[src/rtl/dmem_lsu_if.sv]
// ----------------------------------------------------------------------------
// dmem_lsu_if
// Bundles the core-facing request/response handshake and the DMEM requester
// port of the load/store unit.
//   slave  : LSU view (takes core requests, drives DMEM strobes/address/data)
//   master : environment view (core + DMEM)
// Signals
//   req_valid/req_ready/req_we/req_funct3/req_addr/req_wdata  core request
//   resp_valid/resp_rdata/resp_fault                          core response
//   memread/memwrite/data_type/addr/wr_data/out_data          DMEM port
// ----------------------------------------------------------------------------
interface dmem_lsu_if;
    logic        req_valid;
    logic        req_ready;
    logic        req_we;
    logic [2:0]  req_funct3;
    logic [31:0] req_addr;
    logic [31:0] req_wdata;
    logic        resp_valid;
    logic [31:0] resp_rdata;
    logic        resp_fault;
    logic        memread;
    logic        memwrite;
    logic [1:0]  data_type;
    logic [31:0] addr;
    logic [31:0] wr_data;
    logic [31:0] out_data;

    modport slave (
        input  req_valid, req_we, req_funct3, req_addr, req_wdata, out_data,
        output req_ready, resp_valid, resp_rdata, resp_fault,
               memread, memwrite, data_type, addr, wr_data
    );

    modport master (
        output req_valid, req_we, req_funct3, req_addr, req_wdata, out_data,
        input  req_ready, resp_valid, resp_rdata, resp_fault,
               memread, memwrite, data_type, addr, wr_data
    );
endinterface

[src/rtl/dmem_lsu.sv]
// ----------------------------------------------------------------------------
// dmem_lsu
// Load/store unit on the requester side of the DMEM port. Accepts one RV32I
// load/store per handshake, issues it to DMEM, extends load data and returns
// a one-cycle response pulse. Every address is range-checked against the
// DMEM window; bad funct3 encodings fault without touching DMEM.
//
// Parameters
//   DMEM_BASE  first byte address of the DMEM window
//   DMEM_SIZE  window size in bytes (power of two)
//   READ_LAT   cycles from memread strobe to valid out_data (1..4)
// Ports
//   clk, rst   rising-edge clock, asynchronous active-high reset
//   bus        dmem_lsu_if.slave (core handshake + DMEM port)
// Configuration macro
//   LSU_MISALIGN_TRAP_EN  defined: misaligned H/W accesses fault.
//                         undefined: address is forced aligned and the access
//                         completes normally.
// ----------------------------------------------------------------------------
module dmem_lsu #(
    parameter logic [31:0] DMEM_BASE = 32'h0010_0000,
    parameter logic [31:0] DMEM_SIZE = 32'h0000_1000,
    parameter int          READ_LAT  = 1
) (
    input  logic       clk,
    input  logic       rst,
    dmem_lsu_if.slave  bus
);

    typedef enum logic [1:0] {IDLE, ISSUE, WAIT, RESP} state_t;

    // End of window computed in 33 bits so the top of the address space
    // cannot wrap back into the window.
    localparam logic [32:0] WIN_END  = {1'b0, DMEM_BASE} + {1'b0, DMEM_SIZE};
    localparam logic [2:0]  LAST_CNT = 3'(READ_LAT - 1);

    state_t      state_q, state_d;
    logic        we_q;
    logic [2:0]  funct3_q;
    logic        fault_q;
    logic [2:0]  cnt_q;
    logic [31:0] addr_q;
    logic [31:0] wdata_q;
    logic [1:0]  dtype_q;
    logic [31:0] rdata_q;

    // ---------------- accept-time decode / fault check ----------------
    logic [2:0]  acc_size;
    logic        bad_funct3;
    logic        misalign;
    logic        align_fault;
    logic [31:0] eff_addr;
    logic [32:0] acc_end;
    logic        range_fault;
    logic        acc_fault;
    logic        accept;

    always_comb begin
        acc_size = 3'd4;
        case (bus.req_funct3[1:0])
            2'b00:   acc_size = 3'd1;
            2'b01:   acc_size = 3'd2;
            default: acc_size = 3'd4;
        endcase
    end

    // 011 plus the 11x group are not RV32I load/store widths.
    assign bad_funct3 = (bus.req_funct3[1:0] == 2'b11) || (bus.req_funct3[2:1] == 2'b11);
    assign misalign   = ((bus.req_funct3[1:0] == 2'b01) && bus.req_addr[0]) ||
                        ((bus.req_funct3[1:0] == 2'b10) && (bus.req_addr[1:0] != 2'b00));

`ifdef LSU_MISALIGN_TRAP_EN
    assign align_fault = misalign;
    assign eff_addr    = bus.req_addr;
`else
    assign align_fault = 1'b0;
    always_comb begin
        eff_addr = bus.req_addr;
        if (bus.req_funct3[1:0] == 2'b01)
            eff_addr[0] = 1'b0;
        else if (bus.req_funct3[1:0] == 2'b10)
            eff_addr[1:0] = 2'b00;
    end
`endif

    assign acc_end     = {1'b0, eff_addr} + {30'b0, acc_size};
    assign range_fault = (eff_addr < DMEM_BASE) || (acc_end > WIN_END);
    assign acc_fault   = bad_funct3 || align_fault || range_fault;
    assign accept      = (state_q == IDLE) && bus.req_valid;

    // ---------------- FSM ----------------
    always_ff @(posedge clk or posedge rst) begin
        if (rst) state_q <= IDLE;
        else     state_q <= state_d;
    end

    // Strobes decode straight from the state register so an asynchronous
    // reset drops them in the same instant.
    always_comb begin
        state_d        = state_q;
        bus.req_ready  = 1'b0;
        bus.memread    = 1'b0;
        bus.memwrite   = 1'b0;
        bus.resp_valid = 1'b0;
        case (state_q)
            IDLE: begin
                bus.req_ready = 1'b1;
                if (bus.req_valid)
                    state_d = acc_fault ? RESP : ISSUE;
            end
            ISSUE: begin
                bus.memwrite = we_q;
                bus.memread  = !we_q;
                state_d      = we_q ? RESP : WAIT;
            end
            WAIT: begin
                bus.memread = 1'b1;
                if (cnt_q == LAST_CNT)
                    state_d = RESP;
            end
            RESP: begin
                bus.resp_valid = 1'b1;
                state_d        = IDLE;
            end
            default: state_d = IDLE;
        endcase
    end

    // ---------------- load data extension ----------------
    logic [31:0] ext_data;
    always_comb begin
        case (funct3_q[1:0])
            2'b00:   ext_data = {{24{~funct3_q[2] & bus.out_data[7]}},  bus.out_data[7:0]};
            2'b01:   ext_data = {{16{~funct3_q[2] & bus.out_data[15]}}, bus.out_data[15:0]};
            default: ext_data = bus.out_data;
        endcase
    end

    // ---------------- datapath registers ----------------
    always_ff @(posedge clk or posedge rst) begin
        if (rst) begin
            we_q     <= 1'b0;
            funct3_q <= 3'b010;
            fault_q  <= 1'b0;
            cnt_q    <= 3'd0;
            addr_q   <= 32'h0;
            wdata_q  <= 32'h0;
            dtype_q  <= 2'd2;
            rdata_q  <= 32'h0;
        end else begin
            if (accept) begin
                we_q     <= bus.req_we;
                funct3_q <= bus.req_funct3;
                fault_q  <= acc_fault;
                cnt_q    <= 3'd0;
                rdata_q  <= 32'h0;
                // Faulted accesses never reach DMEM, so the bus keeps its
                // previous address/data.
                if (!acc_fault) begin
                    addr_q  <= eff_addr;
                    wdata_q <= bus.req_wdata;
                    dtype_q <= bus.req_funct3[1:0];
                end
            end
            if (state_q == WAIT) begin
                cnt_q <= cnt_q + 3'd1;
                if (cnt_q == LAST_CNT)
                    rdata_q <= ext_data;
            end
        end
    end

    assign bus.addr       = addr_q;
    assign bus.wr_data    = wdata_q;
    assign bus.data_type  = dtype_q;
    assign bus.resp_rdata = rdata_q;
    assign bus.resp_fault = fault_q && (state_q == RESP);

endmodule

[src/flat_wrapper.sv]
// flat-port wrapper written by rule: the top's interface ports become plain ports
module dmem_lsu_flat 
#(
    parameter logic [31:0] DMEM_BASE = 32'h0010_0000,
    parameter logic [31:0] DMEM_SIZE = 32'h0000_1000,
    parameter int          READ_LAT  = 1
)
  (clk, rst, bus_req_valid, bus_req_we, bus_req_funct3, bus_req_addr, bus_req_wdata, bus_out_data, bus_req_ready, bus_resp_valid, bus_resp_rdata, bus_resp_fault, bus_memread, bus_memwrite, bus_data_type, bus_addr, bus_wr_data);
  dmem_lsu_if bus_i ();
  input  logic clk;
  input  logic rst;
  input wire logic [$bits(bus_i.req_valid)-1:0] bus_req_valid;
  input wire logic [$bits(bus_i.req_we)-1:0] bus_req_we;
  input wire logic [$bits(bus_i.req_funct3)-1:0] bus_req_funct3;
  input wire logic [$bits(bus_i.req_addr)-1:0] bus_req_addr;
  input wire logic [$bits(bus_i.req_wdata)-1:0] bus_req_wdata;
  input wire logic [$bits(bus_i.out_data)-1:0] bus_out_data;
  output wire logic [$bits(bus_i.req_ready)-1:0] bus_req_ready;
  output wire logic [$bits(bus_i.resp_valid)-1:0] bus_resp_valid;
  output wire logic [$bits(bus_i.resp_rdata)-1:0] bus_resp_rdata;
  output wire logic [$bits(bus_i.resp_fault)-1:0] bus_resp_fault;
  output wire logic [$bits(bus_i.memread)-1:0] bus_memread;
  output wire logic [$bits(bus_i.memwrite)-1:0] bus_memwrite;
  output wire logic [$bits(bus_i.data_type)-1:0] bus_data_type;
  output wire logic [$bits(bus_i.addr)-1:0] bus_addr;
  output wire logic [$bits(bus_i.wr_data)-1:0] bus_wr_data;
  assign bus_i.req_valid = bus_req_valid;
  assign bus_i.req_we = bus_req_we;
  assign bus_i.req_funct3 = bus_req_funct3;
  assign bus_i.req_addr = bus_req_addr;
  assign bus_i.req_wdata = bus_req_wdata;
  assign bus_i.out_data = bus_out_data;
  assign bus_req_ready = bus_i.req_ready;
  assign bus_resp_valid = bus_i.resp_valid;
  assign bus_resp_rdata = bus_i.resp_rdata;
  assign bus_resp_fault = bus_i.resp_fault;
  assign bus_memread = bus_i.memread;
  assign bus_memwrite = bus_i.memwrite;
  assign bus_data_type = bus_i.data_type;
  assign bus_addr = bus_i.addr;
  assign bus_wr_data = bus_i.wr_data;
  dmem_lsu #(.DMEM_BASE(DMEM_BASE), .DMEM_SIZE(DMEM_SIZE), .READ_LAT(READ_LAT)) u_core (.clk(clk), .rst(rst), .bus(bus_i));
endmodule
[config.mk]
export PLATFORM = sky130hd
export DESIGN_NAME = dmem_lsu_flat
export DESIGN_NICKNAME = d
export VERILOG_FILES = /design/src/rtl/dmem_lsu_if.sv /design/src/rtl/dmem_lsu.sv /design/src/flat_wrapper.sv
export SDC_FILE = /design/constraint.sdc
export NUM_CORES = 1
export LEC_CHECK = 0
export BUFFER_PORTS_ARGS = -buffer_cell sky130_fd_sc_hd__buf_2
export CORE_UTILIZATION = 45
export CTS_BUF_LIST = sky130_fd_sc_hd__clkbuf_4 sky130_fd_sc_hd__clkbuf_8
export DETAILED_ROUTE_END_ITERATION = 12
export GPL_TIMING_DRIVEN = 0
export PLACE_DENSITY = 0.72
export SKIP_CTS_REPAIR_TIMING = 1
export SYNTH_ARGS = -nofsm -noshare
export SYNTH_HDL_FRONTEND = slang
export SYNTH_SLANG_ARGS = --single-unit
[constraint.sdc]
create_clock -name clk -period 3.4 [get_ports clk]
set_clock_uncertainty 0.05 [all_clocks]
set_input_delay 0.17 -clock clk [delete_from_list [all_inputs] [get_ports clk]]
set_output_delay 0.17 -clock clk [all_outputs]
set_load 0.02 [all_outputs]
==> impl_results.md <==
- Upper clock frequency limit: 300 MHz
- IR Drop Worst-Case VDD: 0.401 mV
- Async SR Flop Fraction: 1.00
- Global-route wire length before repair: 21400 µm
- Synthesized area per cell: 10.9 µm²
- CTS sink cnt: 108
- Floorplan die area: 0.0120 mm²
- Antenna-violating nets left: 0
- Final global-route overflow total: 0
- Launch instance of the worst min-delay path: bus_req_addr[10]
- Leakage dissipation: 3.85 nW
- Total setup violations reported at the end of the flow: 0
- Maximum fanout count along the critical path: 10
- Endpoints failing hold: 0
- Leading register cell type out of synthesis: sky130_fd_sc_hd__dfrtp_1
- CP startpoint kind: input port
- Slowest stage cell, crit path: sky130_fd_sc_hd__or4_4
- Critical register-to-register path endpoint: u_core.bus.wr_data[8]$_DFFE_PP0P_
- Seq/Total Area, Yosys: 0.518
- Total buffers and inverters traversed by the critical path: 5
- TritonCTS clock tree: built
- Width of the die: 110 µm
- Fraction of the cycle the final worst path needs: 0.981
- Total nets after synthesis: 591
- Outcome: complete, no violations
- Cell breakdown of the critical path: buf_6 > and2_4 > o21a_1 > ha_2 > and3b_1 > a311o_1 > buf_6 > o2111a_1 > or4_4 > a211o_4 > a2111oi_4 > buf_6 > buf_12 > clkbuf_16 > mux2_4
- Count of vias placed by the detailed router: 4880
- Max-cap violations: 0
- R2r startpoint: u_core.state_q[0]$_DFFE_PP0P_
- Data arrival time of the critical path: 3.55 ns
- Max H-tree Level: 3
- Instance count along the most critical hold path: 2
- Number of distinct library cell variants in the gate-level netlist after synthesis: 55
- Total of buffers placed on input and output ports: 203
- Reported net switching power: 1.47 mW
- Class of the tightest hold or removal check: input port to flip-flop
- Ys Warns: 0
- Routed wire length: 14900 µm
- Type of destination of the critical path: flip-flop
- CP peak stage delay: 0.42 ns
- Total power after layout: 3.90 mW
- Flop and latch count out of synthesis: 108
- Reg2reg path depth: 9
- Part of the total power dissipated in the clock network: 0.212
- Most common cell after layout, fill and taps aside: sky130_fd_sc_hd__buf_2
- Net count of the finished layout: 862
- Count of pins on the block boundary: 206
- Core region area: 0.0111 mm²
- Required time worst endpoint: 3.61 ns
- Power density over cell area: 532 mW/mm²
- All-Layer GR Usage: 0.230
- Initial Util: 0.471
- Switching power as a share of total power: 0.378
- Clock Tree Root: sky130_fd_sc_hd__clkbuf_8
- Remaining routing DRC violations: 0
- Antenna cells: 0
- Maximum number of pins on one net before global-route repair: 57
- Detailed-route vias per instance: 5.45
- Most repeated library cell on the critical path: sky130_fd_sc_hd__buf_6
- Clock transition at the registers of the reported paths: 0.10 ns
- Detailed Routing Iterations Pass 1: 5
- Min-Delay Endpoint: u_core.bus.addr[10]$_DFFE_PP0P_
- Buffer depth of the longest clock path: 2
- Final critical-path required period: 3.34 ns
- Number of antenna violations at the first check in global routing: 0
- Number of global-route vias before repair: 4522
- Ratio of cells with drive above 1 in the final layout: 0.416
- Die Y-Extent: 110 µm
- Latest clock arrival within the worst-skew pair: 0.38 ns
- Design internal power: 2.43 mW
- HPWL after detailed placement: 10200 µm
- Top delay family on crit path: compound AO/OA/AOI/OAI gates
- Number of CTS-inserted buffers: 9
- Fraction of power consumed by sequential logic: 0.420
- Top library cells by usage in the layout, fill and taps aside: sky130_fd_sc_hd__buf_2 (202), sky130_fd_sc_hd__dfrtp_1 (106), sky130_fd_sc_hd__dlygate4sd3_1 (43), sky130_fd_sc_hd__mux2_2 (40), sky130_fd_sc_hd__o21ai_0 (34)
- Area added between synthesis and finish: 40.3%
- Iteration-0 DRC count of the detailed router: 371
- Instance count of the mapped netlist: 479
- Gate power share: 0.368
- Placement row count: 38
- Tightest Pin Transition: 0.856 ns
- Routed wirelength normalized by instance count: 16.6 µm
- Area of the mapped netlist: 0.00522 mm²
- Number of flops mapped to enable cells by yosys: 0
- Last weighted congestion value of the routability-driven placer: 0.882
- Max transition margin: 0.425
- Core occupancy in the finished layout: 0.661
- Register-to-Register Setup Slack: 0.93 ns
- Type of the setup path with the least slack: input port to flip-flop
- Number of max-slew violations in the final report: 0
logic make-up after synthesis:
logic type	synth area share
simple gates	0.147
compound gates	0.143
flops	0.518
mux	0.129
buf+inv	0.0343
fa+ha+maj	0.0216
xor+xnor	0.00671
cell usage after synthesis, types with 2 or more instances:
cell                        count  area, µm²
sky130_fd_sc_hd__buf_2          5       25.0
sky130_fd_sc_hd__nand3b_1       4       30.0
sky130_fd_sc_hd__o31ai_1        3       22.5
sky130_fd_sc_hd__o21a_1         2       15.0
sky130_fd_sc_hd__nand3_1       29        145
sky130_fd_sc_hd__a31o_2         9       78.8
sky130_fd_sc_hd__dfstp_2        2       52.6
sky130_fd_sc_hd__xnor2_1        2       17.5
sky130_fd_sc_hd__mux2i_1        4       40.0
sky130_fd_sc_hd__a31oi_1        2       12.5
sky130_fd_sc_hd__mux2_1        16        180
sky130_fd_sc_hd__a211o_1        3       26.3
sky130_fd_sc_hd__or3_1          3       18.8
sky130_fd_sc_hd__nand2_1       32        120
sky130_fd_sc_hd__o2111ai_1      6       52.6
sky130_fd_sc_hd__nand4_1       11       68.8
sky130_fd_sc_hd__or4_1          2       15.0
sky130_fd_sc_hd__a2111oi_0      2       17.5
sky130_fd_sc_hd__or2_2          2       12.5
sky130_fd_sc_hd__nand2b_1       4       25.0
sky130_fd_sc_hd__o211ai_1       6       45.0
sky130_fd_sc_hd__buf_6          2       22.5
sky130_fd_sc_hd__clkbuf_1      19       71.3
sky130_fd_sc_hd__a211oi_1       2       15.0
sky130_fd_sc_hd__and3b_1        3       26.3
sky130_fd_sc_hd__and3_1         4       25.0
sky130_fd_sc_hd__o21ai_0       34        170
sky130_fd_sc_hd__buf_1          3       11.3
sky130_fd_sc_hd__a21oi_1       31        155
sky130_fd_sc_hd__and2_1         6       37.5
sky130_fd_sc_hd__nor3_1         7       35.0
sky130_fd_sc_hd__dfrtp_1      106       2650
sky130_fd_sc_hd__nor4_1         4       25.0
sky130_fd_sc_hd__o2111a_1       2       22.5
sky130_fd_sc_hd__and4_1         3       26.3
sky130_fd_sc_hd__inv_1         11       41.3
sky130_fd_sc_hd__a311o_1        2       20.0
sky130_fd_sc_hd__nor2b_1       12       75.1
sky130_fd_sc_hd__nor2_1        15       56.3
sky130_fd_sc_hd__xor2_1         2       17.5
sky130_fd_sc_hd__mux2_2        40        450
sky130_fd_sc_hd__ha_1           9        113
per-layer routing:
metal | global-route usage | share of wire | vias up
li1 | - | - | 2299
met1 | 0.285 | 0.41 | 2323
met2 | 0.383 | 0.49 | 230
met3 | 0.0616 | 0.078 | 28
met4 | 0.0895 | 0.019 | 0
met5 | 0 | 0 | -
worst reg2reg max path, stage by stage (launching register included):
cell	delay, ns
sky130_fd_sc_hd__dfrtp_1	0.45
sky130_fd_sc_hd__inv_1	0.11
sky130_fd_sc_hd__ha_1	0.27
sky130_fd_sc_hd__and2_1	0.27
sky130_fd_sc_hd__o2111ai_1	0.20
sky130_fd_sc_hd__a2111oi_4	0.29
sky130_fd_sc_hd__buf_6	0.16
sky130_fd_sc_hd__buf_12	0.12
sky130_fd_sc_hd__clkbuf_16	0.15
sky130_fd_sc_hd__mux2_4	0.30
flip-flops by register name (all words and copies together), names as in the netlist:
name,count
u_core.cnt_q,3
u_core.bus.wr_data,32
u_core.bus.addr,32
u_core.bus.data_type,2
u_core.bus.resp_rdata,32
u_core.we_q,1
u_core.fault_q,1
u_core.funct3_q,3
u_core.state_q,2
layout make-up:
cell class,count,area [µm²]
fillers,889,3750
clock inverters,4,56.3
well taps,140,175
inverters,11,43.8
flip-flops and latches,108,2710
multi-input cells,330,2390
clock buffers,12,153
plain buffers,29,170
repair buffers,261,1630
how the worst max path moves through the flow:
stage                                          to  slack [ns]               from  cells past startpoint
2_1_floorplan  u_core.bus.wr_data[10]$_DFFE_PP0P_        0.03  bus_req_funct3[0]                     14
4_1_cts         u_core.bus.wr_data[7]$_DFFE_PP0P_       -0.14  bus_req_funct3[0]                     15
3_5_place_dp    u_core.bus.wr_data[7]$_DFFE_PP0P_       -0.56  bus_req_funct3[0]                     15
5_1_grt        u_core.bus.wr_data[10]$_DFFE_PP0P_       -0.04  bus_req_funct3[1]                     15
6_report        u_core.bus.wr_data[8]$_DFFE_PP0P_        0.06  bus_req_funct3[1]                     15
3_3_place_gp   u_core.bus.wr_data[13]$_DFFE_PP0P_       -0.78                rst                      2
power groups by stage:
stage | sequential, mW | clock [mW] | combinational [mW]
global placement | 1.65 | 0 | 1.34
floorplan | 1.85 | 0 | 0.704
detailed placement | 1.66 | 0 | 1.38
finish | 1.64 | 0.828 | 1.44
CTS | 1.63 | 0.860 | 1.39
global route | 1.66 | 0.901 | 1.59
per-stage QoR:
stage	hold slack (ns)	cells	setup slack, ns	area, µm²	setup TNS (ns)
3_5_place_dp	0.293	823	-0.561	6460	-32.00
5_1_grt	-0.00195	895	-0.0402	7320	-1.17
6_report	0.00295	895	0.0645	7320	0
2_1_floorplan	0.225	479	0.0284	5240	0
3_3_place_gp	0.312	822	-0.780	6430	-107.64
4_1_cts	-0.139	839	-0.143	6670	-4.87
No activity file was read; power rests on OpenSTA's default activity.
